**src/rtl/dtree_pkg.sv**
```systemverilog
// Shared constants, FSM state type and slot-slicing helper for the
// decision-tree frame sequencer.
package dtree_pkg;

  localparam int unsigned FEAT_W = 8;
  localparam int unsigned N_FEAT = 5;

  typedef enum logic [1:0] {
    LOAD,
    SETTLE,
    RESULT
  } state_t;

  // LSB position of feature slot `slot` on the flat feature bus
  function automatic int unsigned slot_lsb(input int unsigned slot, input int unsigned width);
    return slot * width;
  endfunction

endpackage

```
**src/rtl/dtree_frame_sequencer_if.sv**
```systemverilog
// Feature byte stream (s_*) and classification result channel (m_*) of the
// frame sequencer, grouped as one valid/ready bundle.
interface dtree_frame_sequencer_if #(
  parameter int unsigned FEAT_W = dtree_pkg::FEAT_W,
  parameter int unsigned OUT_W  = 1
);

  logic              s_valid;
  logic              s_ready;
  logic [FEAT_W-1:0] s_data;
  logic              s_last;
  logic              m_valid;
  logic              m_ready;
  logic [OUT_W-1:0]  m_class;
  logic              m_err;

  modport slave (
    input  s_valid, s_data, s_last, m_ready,
    output s_ready, m_valid, m_class, m_err
  );

  modport master (
    output s_valid, s_data, s_last, m_ready,
    input  s_ready, m_valid, m_class, m_err
  );

endinterface

```
**src/rtl/dtree_frame_sequencer.sv**
```systemverilog
// Serialises feature bytes into the parallel bus of a combinational tree,
// waits SETTLE cycles, then returns the sampled class on a result channel.
module dtree_frame_sequencer #(
  parameter int unsigned N_FEAT = dtree_pkg::N_FEAT,
  parameter int unsigned FEAT_W = dtree_pkg::FEAT_W,
  parameter int unsigned OUT_W  = 1,
  parameter int unsigned SETTLE = 2
) (
  input  logic                     clk,
  input  logic                     rst_n,
  dtree_frame_sequencer_if.slave   bus,
  output logic [N_FEAT*FEAT_W-1:0] feat_o,
  input  logic [OUT_W-1:0]         cls_i
);

  import dtree_pkg::state_t;
  import dtree_pkg::slot_lsb;

  localparam int unsigned IDX_W = (N_FEAT > 1) ? $clog2(N_FEAT) : 1;
  localparam int unsigned CNT_W = (SETTLE > 1) ? $clog2(SETTLE) : 1;

  state_t             state;
  logic [IDX_W-1:0]   idx;
  logic [CNT_W-1:0]   cnt;
  logic               err;
  logic               s_ready_q;
  logic               m_valid_q;
  logic [OUT_W-1:0]   m_class_q;
  logic               m_err_q;

  assign bus.s_ready = s_ready_q;
  assign bus.m_valid = m_valid_q;
  assign bus.m_class = m_class_q;
  assign bus.m_err   = m_err_q;

  always_ff @(posedge clk or negedge rst_n) begin
    if (!rst_n) begin
      state     <= dtree_pkg::LOAD;
      idx       <= '0;
      cnt       <= '0;
      err       <= 1'b0;
      s_ready_q <= 1'b0;
      feat_o    <= '0;
      m_valid_q <= 1'b0;
      m_class_q <= '0;
      m_err_q   <= 1'b0;
    end else begin
      case (state)
        dtree_pkg::LOAD: begin
          s_ready_q <= 1'b1;
          if (bus.s_valid && s_ready_q) begin
            feat_o[slot_lsb(32'(idx), FEAT_W) +: FEAT_W] <= bus.s_data;
            if ((idx == IDX_W'(N_FEAT - 1)) || bus.s_last) begin
              // A short frame leaves its upper slots zeroed, not stale
              for (int unsigned i = 0; i < N_FEAT; i++) begin
                if (i > 32'(idx)) begin
                  feat_o[slot_lsb(i, FEAT_W) +: FEAT_W] <= '0;
                end
              end
              err       <= (idx == IDX_W'(N_FEAT - 1)) ? ~bus.s_last : 1'b1;
              cnt       <= CNT_W'(SETTLE - 1);
              s_ready_q <= 1'b0;
              state     <= dtree_pkg::SETTLE;
            end else begin
              idx <= idx + 1'b1;
            end
          end
        end

        dtree_pkg::SETTLE: begin
          s_ready_q <= 1'b0;
          if (cnt == '0) begin
            m_class_q <= cls_i;
            m_err_q   <= err;
            m_valid_q <= 1'b1;
            state     <= dtree_pkg::RESULT;
          end else begin
            cnt <= cnt - 1'b1;
          end
        end

        dtree_pkg::RESULT: begin
          if (bus.m_ready) begin
            m_valid_q <= 1'b0;
            idx       <= '0;
            err       <= 1'b0;
            s_ready_q <= 1'b1;
            state     <= dtree_pkg::LOAD;
          end else begin
            s_ready_q <= 1'b0;
          end
        end

        default: begin
          s_ready_q <= 1'b0;
          state     <= dtree_pkg::LOAD;
        end
      endcase
    end
  end

endmodule

```
**src/flat_wrapper.sv**
```systemverilog
// flat-port wrapper written by rule: the top's interface ports become plain ports
module dtree_frame_sequencer_flat import dtree_pkg::state_t; import dtree_pkg::slot_lsb;
#(
  parameter int unsigned N_FEAT = dtree_pkg::N_FEAT,
  parameter int unsigned FEAT_W = dtree_pkg::FEAT_W,
  parameter int unsigned OUT_W  = 1,
  parameter int unsigned SETTLE = 2
)
  (clk, rst_n, feat_o, cls_i, bus_s_valid, bus_s_data, bus_s_last, bus_m_ready, bus_s_ready, bus_m_valid, bus_m_class, bus_m_err);
  dtree_frame_sequencer_if #(.FEAT_W(FEAT_W), .OUT_W(OUT_W)) bus_i ();
  input  logic clk;
  input  logic rst_n;
  output logic [N_FEAT*FEAT_W-1:0] feat_o;
  input  logic [OUT_W-1:0] cls_i;
  input wire logic [$bits(bus_i.s_valid)-1:0] bus_s_valid;
  input wire logic [$bits(bus_i.s_data)-1:0] bus_s_data;
  input wire logic [$bits(bus_i.s_last)-1:0] bus_s_last;
  input wire logic [$bits(bus_i.m_ready)-1:0] bus_m_ready;
  output wire logic [$bits(bus_i.s_ready)-1:0] bus_s_ready;
  output wire logic [$bits(bus_i.m_valid)-1:0] bus_m_valid;
  output wire logic [$bits(bus_i.m_class)-1:0] bus_m_class;
  output wire logic [$bits(bus_i.m_err)-1:0] bus_m_err;
  assign bus_i.s_valid = bus_s_valid;
  assign bus_i.s_data = bus_s_data;
  assign bus_i.s_last = bus_s_last;
  assign bus_i.m_ready = bus_m_ready;
  assign bus_s_ready = bus_i.s_ready;
  assign bus_m_valid = bus_i.m_valid;
  assign bus_m_class = bus_i.m_class;
  assign bus_m_err = bus_i.m_err;
  dtree_frame_sequencer #(.N_FEAT(N_FEAT), .FEAT_W(FEAT_W), .OUT_W(OUT_W), .SETTLE(SETTLE)) u_core (.clk(clk), .rst_n(rst_n), .bus(bus_i), .feat_o(feat_o), .cls_i(cls_i));
endmodule
```
**config.mk**
```make
export PLATFORM = sky130hd
export DESIGN_NAME = dtree_frame_sequencer_flat
export DESIGN_NICKNAME = d
export VERILOG_FILES = /design/src/rtl/dtree_pkg.sv /design/src/rtl/dtree_frame_sequencer_if.sv /design/src/rtl/dtree_frame_sequencer.sv /design/src/flat_wrapper.sv
export SDC_FILE = /design/constraint.sdc
export NUM_CORES = 1
export LEC_CHECK = 0
export CORE_UTILIZATION = 53
export DETAILED_ROUTE_END_ITERATION = 7
export PLACE_DENSITY_LB_ADDON = 0.25
export SLEW_MARGIN = 30
export SYNTH_ARGS = -nofsm -noshare
export SYNTH_HDL_FRONTEND = slang
export SYNTH_SLANG_ARGS = --single-unit
```
**constraint.sdc**
```tcl
create_clock -name clk -period 4.15 [get_ports clk]
set_input_delay 0.83 -clock clk [delete_from_list [all_inputs] [get_ports clk]]
set_output_delay 0.83 -clock clk [all_outputs]
set_load 0.01 [all_outputs]
```
### After elaboration in Yosys (flattened, before gate mapping)

Cells that the tools add are included.

| word-level totals | value |
|---|---|
| word-level logic and storage cells | 71 |
| input port bits | 14 |
| flip-flop bits (word level) | 51 |

| operators by class | value |
|---|---|
| $lt $le $gt $ge | 4 |
| shifts and indexed selects | 2 |
| equal/unequal tests | 8 |
| reduce and logical (&&, ||, !) cells | 13 |
| mux-type cells | 30 |
| bitwise operators | 2 |
| add/sub/neg operators | 3 |

Operators with widths:

| kind | number |
|---|---|
| 40-bit bitwise mux | 1 |
| 8-bit by 34-bit variable shift with 40-bit output, first input constant | 1 |
| 8-bit by 34-bit variable part select with 40-bit output | 1 |
| 6-bit negation with 34-bit output | 1 |
| 32-bit 2-to-1 mux | 1 |
| 8-bit 2-to-1 mux | 4 |
| 4-bit AND reduction | 3 |
| 1-bit 2-to-1 mux | 11 |
| 3-bit 2-to-1 mux | 3 |
| 2-bit 2-to-1 mux | 4 |
| 1-bit case mux with 2 select lines | 4 |
| 2-bit by 3-bit greater-than comparator with 1-bit output, first input constant | 2 |
| 2-bit != test, second input constant | 3 |
| 2-bit case mux with 3 select lines | 1 |
| 3-bit case mux with 2 select lines | 1 |
| 3-bit AND reduction | 2 |
| 2-bit nonzero test | 3 |
| 2-bit by 1-bit != test with 1-bit output, second input constant | 2 |
| 2-bit AND reduction | 2 |
| 3-bit by 1-bit adder with 3-bit output, second input constant | 1 |
| 3-bit == test, second input constant | 1 |
| 1-bit by 3-bit greater-than comparator with 1-bit output, first input constant | 1 |
| 3-bit greater-than comparator, first input constant | 1 |
| 2-bit by 1-bit == test with 1-bit output, second input constant | 1 |
| other kinds (6) | 7 |

### Depth between registers and ports, before layout

| logic depth | value |
|---|---|
| depth in word-level cells | 5 |
| depth in mapped cells | 10 |

### Least setup slack after synthesis

OpenSTA, ideal clock, no wires.

| timing path | value |
|---|---|
| path type | reg-to-reg |
| start point | reg u_core.idx[0] |
| end point | reg u_core.idx[0] |
| required time | 4.025 ns |
| stages on the path, launching flop included | 8 |
| path buffers | 1 |
| setup slack | 1.961 ns |
| arrival | 2.065 ns |
| setup time | 0.125 ns |
| cell sequence | dfrtp_1 -> buf_4 -> inv_1 -> ha_1 -> ha_1 -> or4_1 -> a21o_2 -> mux2_2 |

| on the way | value |
|---|---|
| longest elaborated chain between the ends | 4 |
| elaborated cells on any way between the ends | 8 |
| those cells by class | add/sub: 1; eq/ne: 2; mux: 3; reduce/logical: 2 |

Ends and longest elaborated chain:

| item | RTL line | text |
|---|---|---|
| start, declared | dtree_frame_sequencer.sv:23 | `logic [IDX_W-1:0] idx;` |
| start signal, assigned | dtree_frame_sequencer.sv:65 | `idx <= idx + 1'b1;` |
| 3-bit by 1-bit adder with 3-bit output / 3-bit == test (equally long branches) | dtree_frame_sequencer.sv:65, dtree_frame_sequencer.sv:53 |  |
| 3-bit 2-to-1 mux / 1-bit logical OR (equally long branches) | dtree_frame_sequencer.sv:53 | `if ((idx == IDX_W'(N_FEAT - 1)) \|\| bus.s_last) begin` |
| 3-bit 2-to-1 mux / 2-bit != test (equally long branches) | - |  |
| 3-bit case mux with 2 select lines / 4-bit AND reduction (equally long branches) | - |  |

Several ways; a longest one is shown, not always the timed one. The select of a mux whose other input is x is not followed.
A chain may end at the register's enable or synchronous reset.

### Worst setup path in the final report

| timing path | value |
|---|---|
| start point | reg u_core.idx[0] |
| end point | reg u_core.feat_o[30] |

| on the way | value |
|---|---|
| longest elaborated chain between the ends | 5 |
| elaborated cells on any way between the ends | 9 |
| those cells by class | add/sub: 1; order compare: 1; eq/ne: 1; shift: 2; mux: 3; reduce/logical: 1 |

Ends and longest elaborated chain:

| item | RTL line | text |
|---|---|---|
| 6-bit negation with 34-bit output | dtree_frame_sequencer.sv:52 | `feat_o[slot_lsb(32'(idx), FEAT_W) +: FEAT_W] <= bus.s_data;` |
| 8-bit by 34-bit variable part select with 40-bit output / 8-bit by 34-bit variable shift with 40-bit output (equally long branches) | dtree_frame_sequencer.sv:52 |  |
| 40-bit bitwise mux | dtree_frame_sequencer.sv:52 |  |
| 8-bit 2-to-1 mux | dtree_frame_sequencer.sv:56 | `if (i > 32'(idx)) begin` |
| 32-bit 2-to-1 mux (*) | dtree_frame_sequencer.sv:53 |  |
| end signal, assigned by index | dtree_frame_sequencer.sv:52 |  |
| end, declared | dtree_frame_sequencer.sv:12 | `output logic [N_FEAT*FEAT_W-1:0] feat_o,` |

Mark *: on every way between the ends. The rest lies on a longest branch, timed or not.

==> impl_table.tex <==
\begin{tabular}{lr}
\hline
Metric & Value \\
\hline
\multicolumn{2}{l}{\textbf{Status}} \\
Result of the run & completed \\
\multicolumn{2}{l}{\textbf{Pwr}} \\
Peak ir drop on the vdd network & 0.366 mV \\
Power density normalized to cell area & 600 nW/µm² \\
Static leakage power & 1.27 nW \\
\multicolumn{2}{l}{\textbf{Synth}} \\
Synth area leaders & sky130\_fd\_sc\_hd\_\_dfrtp\_1 53\%, sky130\_fd\_sc\_hd\_\_a21oi\_1 7.3\%, sky130\_fd\_sc\_hd\_\_nand2\_1 6.4\%, sky130\_fd\_sc\_hd\_\_nand3\_1 5.8\%, sky130\_fd\_sc\_hd\_\_mux2\_2 5.1\% \\
Commonest cells in the netlist & 51 x sky130\_fd\_sc\_hd\_\_dfrtp\_1, 41 x sky130\_fd\_sc\_hd\_\_nand2\_1, 35 x sky130\_fd\_sc\_hd\_\_a21oi\_1, 28 x sky130\_fd\_sc\_hd\_\_nand3\_1, 11 x sky130\_fd\_sc\_hd\_\_mux2\_2 \\
Largest family of logic cells by synthesized area & simple AND/OR/NAND/NOR gates \\
Xor and xnor area share after synthesis & 0 \\
Yosys top cell area share & 0.528 \\
Post-synth ARST share & 1.00 \\
Number of synthesized flops with an enable pin & 0 \\
Synth Warn \# & 0 \\
Mapped cell area & 2420 µm² \\
Synth area leader & sky130\_fd\_sc\_hd\_\_dfrtp\_1 \\
Prevailing post-synth register cell & sky130\_fd\_sc\_hd\_\_dfrtp\_1 \\
Share of synthesized area occupied by flip-flops and latches & 0.528 \\
Top-count cell post-synth & sky130\_fd\_sc\_hd\_\_dfrtp\_1 \\
Flip-flop and latch count after synthesis & 51 \\
Net count after synthesis & 258 \\
Post-synthesis compound-gate area fraction & 0.115 \\
Mux cell area share after synthesis & 0.0513 \\
Per-instance average area after synthesis & 10.2 µm² \\
Synthesized netlist cell count & 237 \\
Post-synth cell types & 37 \\
Share of synthesized cell area in full adder, half adder and majority cells & 0.0363 \\
Post-synthesis simple-gate area fraction & 0.228 \\
\multicolumn{2}{l}{\textbf{Layout}} \\
Number of fillers in the final layout & 335 \\
Non-Filler Cell Area, Final & 3060 µm² \\
Layout overhead on the synthesized area & 26.6\% \\
Sequential cell area & 1280 µm² \\
Diode insertion count for antenna repair & 0 \\
Area taken by multi-input logic gates & 1040 µm² \\
Final-stage net count & 309 \\
Fraction of layout cells with a size suffix above 1 & 0.0865 \\
\multicolumn{2}{l}{\textbf{Setup path}} \\
Classification of the worst setup path & flop to flop \\
Worst Path Max Fanout & 13 \\
Type of element launching the critical path & flop \\
Worst endpoint data arrival time & 2.88 ns \\
R2r worst-path depth & 7 \\
Peak per-stage delay on the critical path & 0.65 ns \\
Critical path capture point type & flop \\
Critical Path Most Common Cell & sky130\_fd\_sc\_hd\_\_ha\_1 \\
Required time of the critical path & 4.37 ns \\
Cell-by-cell trace of the critical path & inv\_1, ha\_1, ha\_1, nor2b\_1, nor3b\_1, nand3\_1, a21oi\_1 \\
Slowest CP cell & sky130\_fd\_sc\_hd\_\_dfrtp\_1 \\
\multicolumn{2}{l}{\textbf{Placement}} \\
Placement-stage cell area & 2970 µm² \\
Final GP Congestion & 0.803 \\
Detailed-placement wirelength estimate & 3.86 mm \\
Buffers added on ports & 57 \\
\multicolumn{2}{l}{\textbf{Timing}} \\
Total of endpoints with negative setup slack in the final report & 0 \\
Max Fclk & 0.376 GHz \\
Setup TNS & 0 ns \\
Number of hold violations in the final report & 0 \\
Transition time at the pin with the least slew margin & 0.901 ns \\
RSZ-0062 raised after global routing & no \\
Final period util & 0.641 \\
Clock Skew & 0.00818 ns \\
Fin crit period & 2.66 ns \\
Slew margin rel. & 0.398 \\
Final Slew Violations & 0 \\
\multicolumn{2}{l}{\textbf{Floorplan}} \\
Row cnt & 24 \\
Die X-Extent & 69.5 µm \\
Core area & 4350 µm² \\
Die Ht & 69.5 µm \\
Number of primary I/O pins & 58 \\
Area enclosed by the die boundary & 4830 µm² \\
Starting utilization of the core area & 0.555 \\
\multicolumn{2}{l}{\textbf{Min path}} \\
Classification of the worst-slack hold path & flop to flop \\
WHS Path Cells & 1 \\
\multicolumn{2}{l}{\textbf{Global route}} \\
Global route overflow & 0 \\
Largest net degree at the start of global routing & 52 \\
Antenna violations before repair & 0 \\
Global-route wire length before repair & 9.17 mm \\
Global routing's busiest layer & met2 \\
Global routing met2 resource utilization & 0.378 \\
Number of global-route vias before repair & 1842 \\
GR Util met1 & 0.344 \\
Met3 Resource Use GR & 0.0451 \\
Aggregate global-route resource usage & 0.246 \\
\multicolumn{2}{l}{\textbf{Route}} \\
DRC viols & 0 \\
Total routed wirelength & 5.42 mm \\
Initial DRC count & 232 \\
Number of nets still failing antenna checks after routing & 0 \\
Wirelength per Cell & 15.9 µm \\
Mean number of vias per cell & 5.71 \\
First drt pass iteration count & 4 \\
Overall via count from detail\_route & 1947 \\
\multicolumn{2}{l}{\textbf{Run}} \\
Number of max-cap violations & 0 \\
\multicolumn{2}{l}{\textbf{Clock network}} \\
Clock transition at path regs & 0.08 ns \\
Clock tree from TritonCTS & yes \\
Count of hold-fix buffers inserted at cts & 0 \\
Clock latency on the worst-skew pair & 0.31 ns \\
Clock tree buffer depth & 2 \\
Post-CTS setup buffer count & 0 \\
Number of instances resized during post-cts repair & 0 \\
Htree depth & 2 \\
Number of CTS-inserted buffers & 5 \\
Number of clock sinks & 51 \\
Clock tree root buffer cell & sky130\_fd\_sc\_hd\_\_clkbuf\_8 \\
\hline
\end{tabular}
[sequential cells by signal, indices dropped and copies added (netlist names)]
name and cells:
u_core.idx 3, u_core.state 2, u_core.bus.m_err 1, u_core.err 1
u_core.bus.m_valid 1, u_core.cnt 1, u_core.bus.m_class 1, u_core.feat_o 40
u_core.bus.s_ready 1
[placed cells by master (no fill, tap or decap), types with 2 or more instances in the layout]
cell,count
sky130_fd_sc_hd__nand3_1,28
sky130_fd_sc_hd__clkbuf_8,5
sky130_fd_sc_hd__o21ai_0,6
sky130_fd_sc_hd__nor2_1,6
sky130_fd_sc_hd__inv_1,6
sky130_fd_sc_hd__dfrtp_1,51
sky130_fd_sc_hd__a21oi_1,35
sky130_fd_sc_hd__and4_1,3
sky130_fd_sc_hd__ha_1,7
sky130_fd_sc_hd__mux2_2,11
sky130_fd_sc_hd__nand2_1,41
sky130_fd_sc_hd__nor4b_1,2
sky130_fd_sc_hd__nor3b_1,3
sky130_fd_sc_hd__nand4_1,5
sky130_fd_sc_hd__clkdlybuf4s50_1,56
[stage by stage]
step / hold slack [ns] / util / std cells / worst slack, ns / power (mW)
detailed placement: 0.496 / 0.683 / 333 / 1.44 / 1.56
finish: 0.511 / 0.702 / 341 / 1.49 / 1.83
global placement: 0.486 / 0.682 / 333 / 1.52 / 1.54
floorplan: 0.468 / - / 237 / 1.96 / 1.25
CTS: 0.520 / 0.702 / 341 / 1.47 / 1.84
global route: 0.532 / 0.702 / 341 / 1.16 / 1.95
[kinds of logic after synthesis]
| family | count (synthesis) |
|---|---|
| and+or+nand+nor | 101 |
| AOI/OAI and AO/OA | 48 |
| muxes | 11 |
| buffers and inverters | 19 |
| DFF | 51 |
| adders and majority gates | 7 |
[final timing paths]
| kind | start | end | slack [ns] |
|---|---|---|---|
| max | u_core.idx[0]$_DFFE_PN0P_ | u_core.feat_o[30]$_DFFE_PN0P_ | 1.49 |
| min | u_core.bus.m_class$_DFFE_PN0P_ | u_core.bus.m_class$_DFFE_PN0P_ | 0.51 |
| max reg2reg | u_core.idx[0]$_DFFE_PN0P_ | u_core.feat_o[30]$_DFFE_PN0P_ | 1.49 |
| min reg2reg | u_core.bus.m_class$_DFFE_PN0P_ | u_core.bus.m_class$_DFFE_PN0P_ | 0.51 |
| max in group asynchronous | rst_n | u_core.bus.m_class$_DFFE_PN0P_ | 3.18 |
| min in group asynchronous | rst_n | u_core.feat_o[19]$_DFFE_PN0P_ | 0.53 |
[per-layer routing]
layer,routed length [µm],up-vias
met1,2470,944
met3,262,10
met4,102,0
met5,0,-
met2,2580,56
li1,-,937
[power by group]
| group | internal (mW) | total [mW] | switching (mW) |
|---|---|---|---|
| sequential | 0.628 | 0.754 | 0.127 |
| combinational | 0.387 | 0.799 | 0.412 |
| clock | 0.118 | 0.280 | 0.161 |
[layout make-up]
class	instances	share of cell area
flip-flops and latches	51	0.417
multi-input cells	167	0.340
repair buffers	57	0.186
clock buffers	6	0.0237
well taps	52	0.0213
inverters	6	0.00736
clock inverters	2	0.00409
[critical path: cells and delay by family (launching register included)]
kind	cells	cell delay [ns]
DFF	1	0.65
adders and majority gates	2	0.68
and+or+nand+nor	3	0.88
buffers and inverters	1	0.20
AOI/OAI and AO/OA	1	0.19
Note: power is estimated with default switching activity, not from simulation.
